$ cat src/rtl/scan_sel_gen.sv
// Select sequencer for the 3-to-8 decoder: scans a channel window with a
// programmable dwell and a one-cycle break-before-make gap per channel.
module scan_sel_gen #(
   parameter int DWELL_W = 8
) (
   input  logic               clk,
   input  logic               rst_n,
   input  logic               start,
   input  logic               stop,
   input  logic               mode,
   input  logic [2:0]         first,
   input  logic [2:0]         last,
   input  logic [DWELL_W-1:0] dwell,
   output logic [2:0]         i,
   output logic               en,
   output logic               busy,
   output logic               done,
   output logic               wrap
);

   typedef enum logic [1:0] {
      S_IDLE,
      S_DWELL,
      S_GAP
   } state_t;

   localparam logic [DWELL_W-1:0] ONE = DWELL_W'(1);

   state_t             r_state;
   logic [2:0]         r_i;
   logic [2:0]         r_first;
   logic [2:0]         r_last;
   logic               r_mode;
   logic               r_en;
   logic               r_busy;
   logic               r_done;
   logic               r_wrap;
   logic [DWELL_W-1:0] r_dwell;
   logic [DWELL_W-1:0] r_cnt;

   logic [DWELL_W-1:0] w_dwell_eff;
   logic               w_at_last;

   // A requested dwell of zero still gives one enabled cycle
   assign w_dwell_eff = (dwell == '0) ? ONE : dwell;
   assign w_at_last   = (r_i == r_last);

   always_ff @(posedge clk) begin
      if (!rst_n) begin
         r_state <= S_IDLE;
         r_i     <= 3'd0;
         r_first <= 3'd0;
         r_last  <= 3'd0;
         r_mode  <= 1'b0;
         r_en    <= 1'b0;
         r_busy  <= 1'b0;
         r_done  <= 1'b0;
         r_wrap  <= 1'b0;
         r_dwell <= ONE;
         r_cnt   <= '0;
      end else begin
         r_done <= 1'b0;
         r_wrap <= 1'b0;
         unique case (r_state)
            S_IDLE: begin
               if (start && !stop) begin
                  r_first <= first;
                  r_last  <= last;
                  r_mode  <= mode;
                  r_dwell <= w_dwell_eff;
                  r_i     <= first;
                  r_cnt   <= w_dwell_eff - ONE;
                  r_en    <= 1'b1;
                  r_busy  <= 1'b1;
                  r_state <= S_DWELL;
               end
            end
            S_DWELL: begin
               if (stop) begin
                  r_en    <= 1'b0;
                  r_busy  <= 1'b0;
                  r_state <= S_IDLE;
               end else if (r_cnt == '0) begin
                  r_en    <= 1'b0;
                  r_state <= S_GAP;
               end else begin
                  r_cnt <= r_cnt - ONE;
               end
            end
            S_GAP: begin
               if (stop) begin
                  r_busy  <= 1'b0;
                  r_state <= S_IDLE;
               end else if (w_at_last && r_mode) begin
                  r_done  <= 1'b1;
                  r_busy  <= 1'b0;
                  r_state <= S_IDLE;
               end else begin
                  // i only moves here, while en is low
                  r_i     <= w_at_last ? r_first : r_i + 3'd1;
                  r_wrap  <= w_at_last;
                  r_cnt   <= r_dwell - ONE;
                  r_en    <= 1'b1;
                  r_state <= S_DWELL;
               end
            end
            default: begin
               r_en    <= 1'b0;
               r_busy  <= 1'b0;
               r_state <= S_IDLE;
            end
         endcase
      end
   end

   assign i    = r_i;
   assign en   = r_en;
   assign busy = r_busy;
   assign done = r_done;
   assign wrap = r_wrap;

endmodule

$ cat config.mk
export PLATFORM = sky130hd
export DESIGN_NAME = scan_sel_gen
export DESIGN_NICKNAME = d
export VERILOG_FILES = /design/src/rtl/scan_sel_gen.sv
export SDC_FILE = /design/constraint.sdc
export NUM_CORES = 1
export LEC_CHECK = 0
export CAP_MARGIN = 20
export CORE_MARGIN = 10
export CORE_UTILIZATION = 48
export DETAILED_ROUTE_END_ITERATION = 10
export GPL_ROUTABILITY_DRIVEN = 0
export PLACE_DENSITY = 0.73
export SYNTH_ARGS = -nofsm -noshare
export SYNTH_HDL_FRONTEND = slang
export SYNTH_SLANG_ARGS = --single-unit
$ cat constraint.sdc
create_clock -name clk -period 2.3 [get_ports clk]
set_input_delay 0.23 -clock clk [delete_from_list [all_inputs] [get_ports clk]]
set_output_delay 0.23 -clock clk [all_outputs]
set_load 0.1 [all_outputs]
; Yosys cells after proc, flatten, opt, wreduce, memory -nomap -nowiden
; Cells that the tools add are included.
[totals]
register_bits = 32
out_inout_bits = 7
wordCells = 73
[op_classes]
n_addsub = 4
eq_ne = 11
n_mux = 29
bitwise_logic = 2
n_reduce_logical = 16
[op_table]
columns = op, count
row1 = $mux 8, 6
row2 = $pmux 8 s3, 1
row3 = $sub 8x1->8 const B, 3
row4 = $logic_not 8->1, 2
row5 = $mux 3, 4
row6 = $ne 2x2->1 const B, 6
row7 = $mux 1, 11
row8 = $reduce_and 4->1, 2
row9 = $mux 2, 3
row10 = $ne 3x3->1 const B, 2
row11 = $pmux 1 s3, 2
row12 = $pmux 2 s3, 1
row13 = $pmux 3 s2, 1
row14 = $reduce_and 6->1, 1
row15 = $reduce_and 2->1, 2
row16 = $reduce_or 4->1, 1
row17 = $add 3x1->3 const B, 1
row18 = $eq 3x3->1, 1
row19 = $reduce_and 3->1, 1
row20 = $reduce_bool 3->1, 1
row21 = $reduce_or 3->1, 1
row22 = $eq 2x1->1 const B, 1
row23 = $eq 2x2->1 const B, 1
row24 = $logic_and 1x1->1, 2
row25 = other kinds (4), 5

; Longest topological paths before layout
[depth]
depth_word = 5
depth_mapped = 12
mapped_depth_nobuf = 11

; Least setup slack after synthesis
; OpenSTA, ideal clock, no wires.
[synth_timing]
kind = register to register
start = reg r_i[1], in the netlist i[1]
end = reg r_cnt[4]
setup_ns = 0.078
t_arrival_ns = 2.150
t_required_ns = 2.222
setup_slack_ns = 0.072
stages_incl_launch_ff = 7
path_cell_list = dfxtp_1 > xnor2_1 > a41oi_1 > o221a_2 > buf_4 > nor2_1 > nor3_1
[synth_between]
elab_chain_len = 4
[synth_lines]
columns = element, line
row1 = start: declaration, 30  ; logic [2:0] r_i;
row2 = start signal: assignment, 71  ; r_i <= first;
row3 = start signal: assignment, 100  ; r_i <= w_at_last ? r_first : r_i + 3'd1;
row4 = $eq 3x3->1, 46  ; assign w_at_last = (r_i == r_last);
row5 = $logic_and 1x1->1, 94  ; end else if (w_at_last && r_mode) begin
row6 = $ne 2x2->1 (no source line), --
row7 = $reduce_and 6->1 (no source line), --
row8 = end signal: assignment, 72  ; r_cnt <= w_dwell_eff - ONE;
row9 = end signal: assignment, 87  ; r_cnt <= r_cnt - ONE;
row10 = end signal: assignment, 102  ; r_cnt <= r_dwell - ONE;
row11 = end: declaration, 39  ; logic [DWELL_W-1:0] r_cnt;
; No other way between the ends.
; A chain may end at the register's enable or synchronous reset.

; Final worst setup path
[layout_timing]
start = in dwell[4]
end = reg r_cnt[6]
[layout_between]
elab_chain_len = 5
[layout_lines]
columns = element, line
row1 = start: declaration, 13  ; input logic [DWELL_W-1:0] dwell,
row2 = $logic_not 8->1, 45  ; assign w_dwell_eff = (dwell == '0) ? ONE : dwell;
row3 = $mux 8 *, 45
row4 = $sub 8x1->8 *, 72
row5 = $mux 8 *, 66  ; if (start && !stop) begin
row6 = $pmux 8 s3 *, 64  ; unique case (r_state)
; Every way passes the cells marked *; elsewhere a longest branch is shown, timed or not. The select of a mux whose other input is x is not followed.

==> impl_metrics.env <==
export IMPL_post_synth_simple_gate_area=0.215
export IMPL_run_status="completed"
export IMPL_synthesized_area_fraction_occupied_by_adder_cells=0.0440
export IMPL_largest_clock_skew_in_the_final_design_ps=6.58
export IMPL_clock_tree_root_cell="clkbuf_4"
export IMPL_syn_to_final_growth_pct=31.3
export IMPL_num_vias=1659
export IMPL_detail_route_first_pass_iterations=4
export IMPL_pin_count=26
export IMPL_fmax_ghz=0.457
export IMPL_syn_instance_count=211
export IMPL_clk_insertion_delay_late_ps=340
export IMPL_number_of_antenna_repair_diodes=0
export IMPL_core_area_mm2=0.00339
export IMPL_final_power_uw=2130
export IMPL_cts_made_buffers=5
export IMPL_first_global_vias=1525
export IMPL_synth_yosys_warnings=0
export IMPL_distinct_cells_synth=42
export IMPL_total_global_routing_track_utilization=0.142
export IMPL_die_y_um=79.7
export IMPL_leakage_uw=0.000882
export IMPL_floorplan_die_width_um=79.7
export IMPL_largest_net_degree_at_the_start_of_global_routing=16
export IMPL_power_per_cell_area_mw_per_mm2=950
export IMPL_max_cap_violations=0
export IMPL_final_cells=304
export IMPL_fillerInstances=288
export IMPL_cts_tree="done"
export IMPL_critical_path_required_ps=2530
export IMPL_ir_drop_v=0.000464
export IMPL_synth_seq_area_share=0.375
export IMPL_num_rows=21
export IMPL_drt_initial_drc_count=154
export IMPL_worstSetupStartpointType="input port"
export IMPL_worst_endpoint_arrival_ps=2420
export IMPL_hold_path_depth=4
export IMPL_slew_violations=0
export IMPL_endpoint_kind="flip-flop"
export IMPL_post_synth_mux_area_share=0.0352
export IMPL_clk_pin_slew_worst_paths_ps=100
export IMPL_design_final_nets=283
export IMPL_buffer_ports_inserted=25
export IMPL_hp_class="in2reg"
export IMPL_final_layout_size_suffix_gt1_frac=0.202
export IMPL_ys_ff_latch=32
export IMPL_drc_errors=0
export IMPL_final_setup_viol_count=0
export IMPL_worst_slew_pin_slew_ps=507
export IMPL_synth_fp_nets=236
export IMPL_synth_area_in_compound_gates=0.254
export IMPL_netlist_area_mm2=0.00171
export IMPL_synthXorXnorAreaFrac=0.0359
export IMPL_grt_antenna_before_repair=0
export IMPL_antenna_violating_nets_post_route=0
export IMPL_cts_hold_repair_buffers=0
export IMPL_clk_path_buf_depth=2
export IMPL_synthesized_area_per_cell_um2=8.09
export IMPL_critical_path_class="in2reg"
export IMPL_rsz0062_at_grt="no"
export IMPL_route_detailed_vias_per_inst=5.46
export IMPL_crit_fanout=3
export IMPL_slew_headroom=0.660
export IMPL_main_combinational_cell_family_by_area_after_synthesis="compound AO/OA/AOI/OAI gates"
export IMPL_hold_viol_final=0
export IMPL_per_cell_routed_wire_length_um=14.3
export IMPL_hpwlAfterDp_um=3270
export IMPL_wl_um=4360
export IMPL_total_die_area_mm2=0.00634
export IMPL_post_route_min_period_ps=2190
export IMPL_grt_pass1_wl_um=7260
export IMPL_cts_htree_levels=2
export IMPL_initial_core_utilization=0.504
export IMPL_cts_sinks=32
export IMPL_final_min_period_over_clock_period=0.952
export IMPL_post_place_cells=296
export IMPL_grt_ovfl_total=0
export IMPL_worstRegToRegCells=11
report_power, final:
group	internal, µW	switching (µW)	total [µW]
clock	173	192	366
combinational	416	615	1030
sequential	652	80.8	732
total	1240	888	2130
area by class of cell:
class / count / area, µm² / share of cell area
Inverter: 9 / 33.8 / 0.0151
Multi-Input combinational cell: 162 / 1030 / 0.460
Clock buffer: 7 / 65.1 / 0.0290
Timing Repair Buffer: 48 / 413 / 0.184
Tap cell: 46 / 57.6 / 0.0257
Sequential cell: 32 / 641 / 0.286
cell families after synthesis:
logic type | count (synthesis)
AND/OR/NAND/NOR | 79
AO/OA/AOI/OAI | 64
flip-flops | 32
buffers and inverters | 17
XOR/XNOR | 7
multiplexers | 6
adder cells (fa/ha/maj) | 6
final timing paths:
check             slack, ps               startpoint                      end
setup / recovery        110                 dwell[4]    r_cnt[6]$_SDFFE_PN0P_
hold / removal          280                 dwell[1]  r_dwell[1]$_SDFFE_PN0P_
setup reg to reg        210  r_state[1]$_SDFFE_PN0P_    r_cnt[6]$_SDFFE_PN0P_
hold reg to reg         460  r_first[0]$_SDFFE_PN0P_  r_first[0]$_SDFFE_PN0P_
cells in the final DEF, fill, tap and decap left out, types with 4 or more instances in the layout:
cell type        Yosys  final
nand2_1             39     39
dfxtp_1             32     32
buf_4                1     30
a21oi_1             27     25
clkdlybuf4s50_1      0     15
nor2_1              13     12
inv_1                8      8
o21ai_0              7      7
xnor2_1              6      6
mux2i_1              6      6
a211oi_1             5      5
clkbuf_4             0      5
a22oi_1              4      4
a22o_1               4      4
nor3_1               4      4
routing by layer:
metal,GRT usage,up-vias,part of all wire
met1,0.189,771,0.49
met4,0.0484,0,0.013
met2,0.211,33,0.45
met3,0.0417,7,0.048
li1,-,848,-
met5,0,-,0
Yosys cell counts:
cell | n | area [µm²]
nor2b_1 | 3 | 18.8
a21o_1 | 2 | 15.0
a22oi_1 | 4 | 30.0
nand2b_1 | 1 | 6.26
inv_1 | 8 | 30.0
o211ai_1 | 2 | 15.0
nand4_1 | 3 | 18.8
or3b_2 | 1 | 8.76
a211o_1 | 1 | 8.76
a21oi_1 | 27 | 135
a211oi_2 | 1 | 12.5
nand3b_1 | 1 | 7.51
a211oi_1 | 5 | 37.5
a31oi_1 | 3 | 18.8
xor2_1 | 1 | 8.76
buf_4 | 1 | 7.51
mux2i_1 | 6 | 60.1
clkinv_1 | 1 | 3.75
nor2_1 | 13 | 48.8
o41ai_4 | 1 | 27.5
nor3_1 | 4 | 20.0
a31o_1 | 1 | 8.76
o21ai_0 | 7 | 35.0
nand2_1 | 39 | 146
xnor2_1 | 6 | 52.6
or2_2 | 1 | 6.26
clkbuf_1 | 5 | 18.8
a41oi_1 | 1 | 8.76
a22o_1 | 4 | 35.0
or3_1 | 2 | 12.5
or4_4 | 1 | 11.3
nor3b_1 | 2 | 15.0
o221ai_1 | 1 | 8.76
buf_2 | 2 | 10.0
dfxtp_1 | 32 | 641
o31a_1 | 2 | 17.5
o221a_2 | 1 | 11.3
and2_1 | 2 | 12.5
a31o_2 | 1 | 8.76
ha_1 | 6 | 75.1
nor4_1 | 3 | 18.8
nand3_1 | 3 | 15.0
stage by stage:
| stage | utilization | hold WS [ps] | instance area [µm²] | setup TNS (ps) | setup WS (ps) |
|---|---|---|---|---|---|
| after floorplan | - | 302 | 1710 | 0 | 71.8 |
| after global placement | 0.629 | 446 | 2130 | -492 | -244 |
| after detailed placement | 0.629 | 451 | 2130 | -592 | -279 |
| after CTS | 0.648 | 430 | 2200 | 0 | 30.4 |
| after global routing | 0.661 | 314 | 2240 | 0 | 20.8 |
| final | 0.661 | 275 | 2240 | 0 | 111 |
sequential cells by signal, indices dropped and copies added, names as in the netlist, 2 cells and up:
signal / cells
i: 3
r_cnt: 8
r_state: 2
r_first: 3
r_dwell: 8
r_last: 3
timing repair:
action	CTS	global route
resized for setup	0	11
setup buffers	0	1
setup endpoints to repair	0	2
endpoints found under the hold margin	0	0
critical path: stages:
cell and delay, ps:
clkdlybuf4s50_1 420, or4_4 460, o41ai_4 320, nand2_1 120, ha_2 200, nor3b_1 130, a31o_2 240, nand4_1 110
xnor2_1 120, a21oi_1 80
Note: power is estimated with default switching activity, not from simulation.
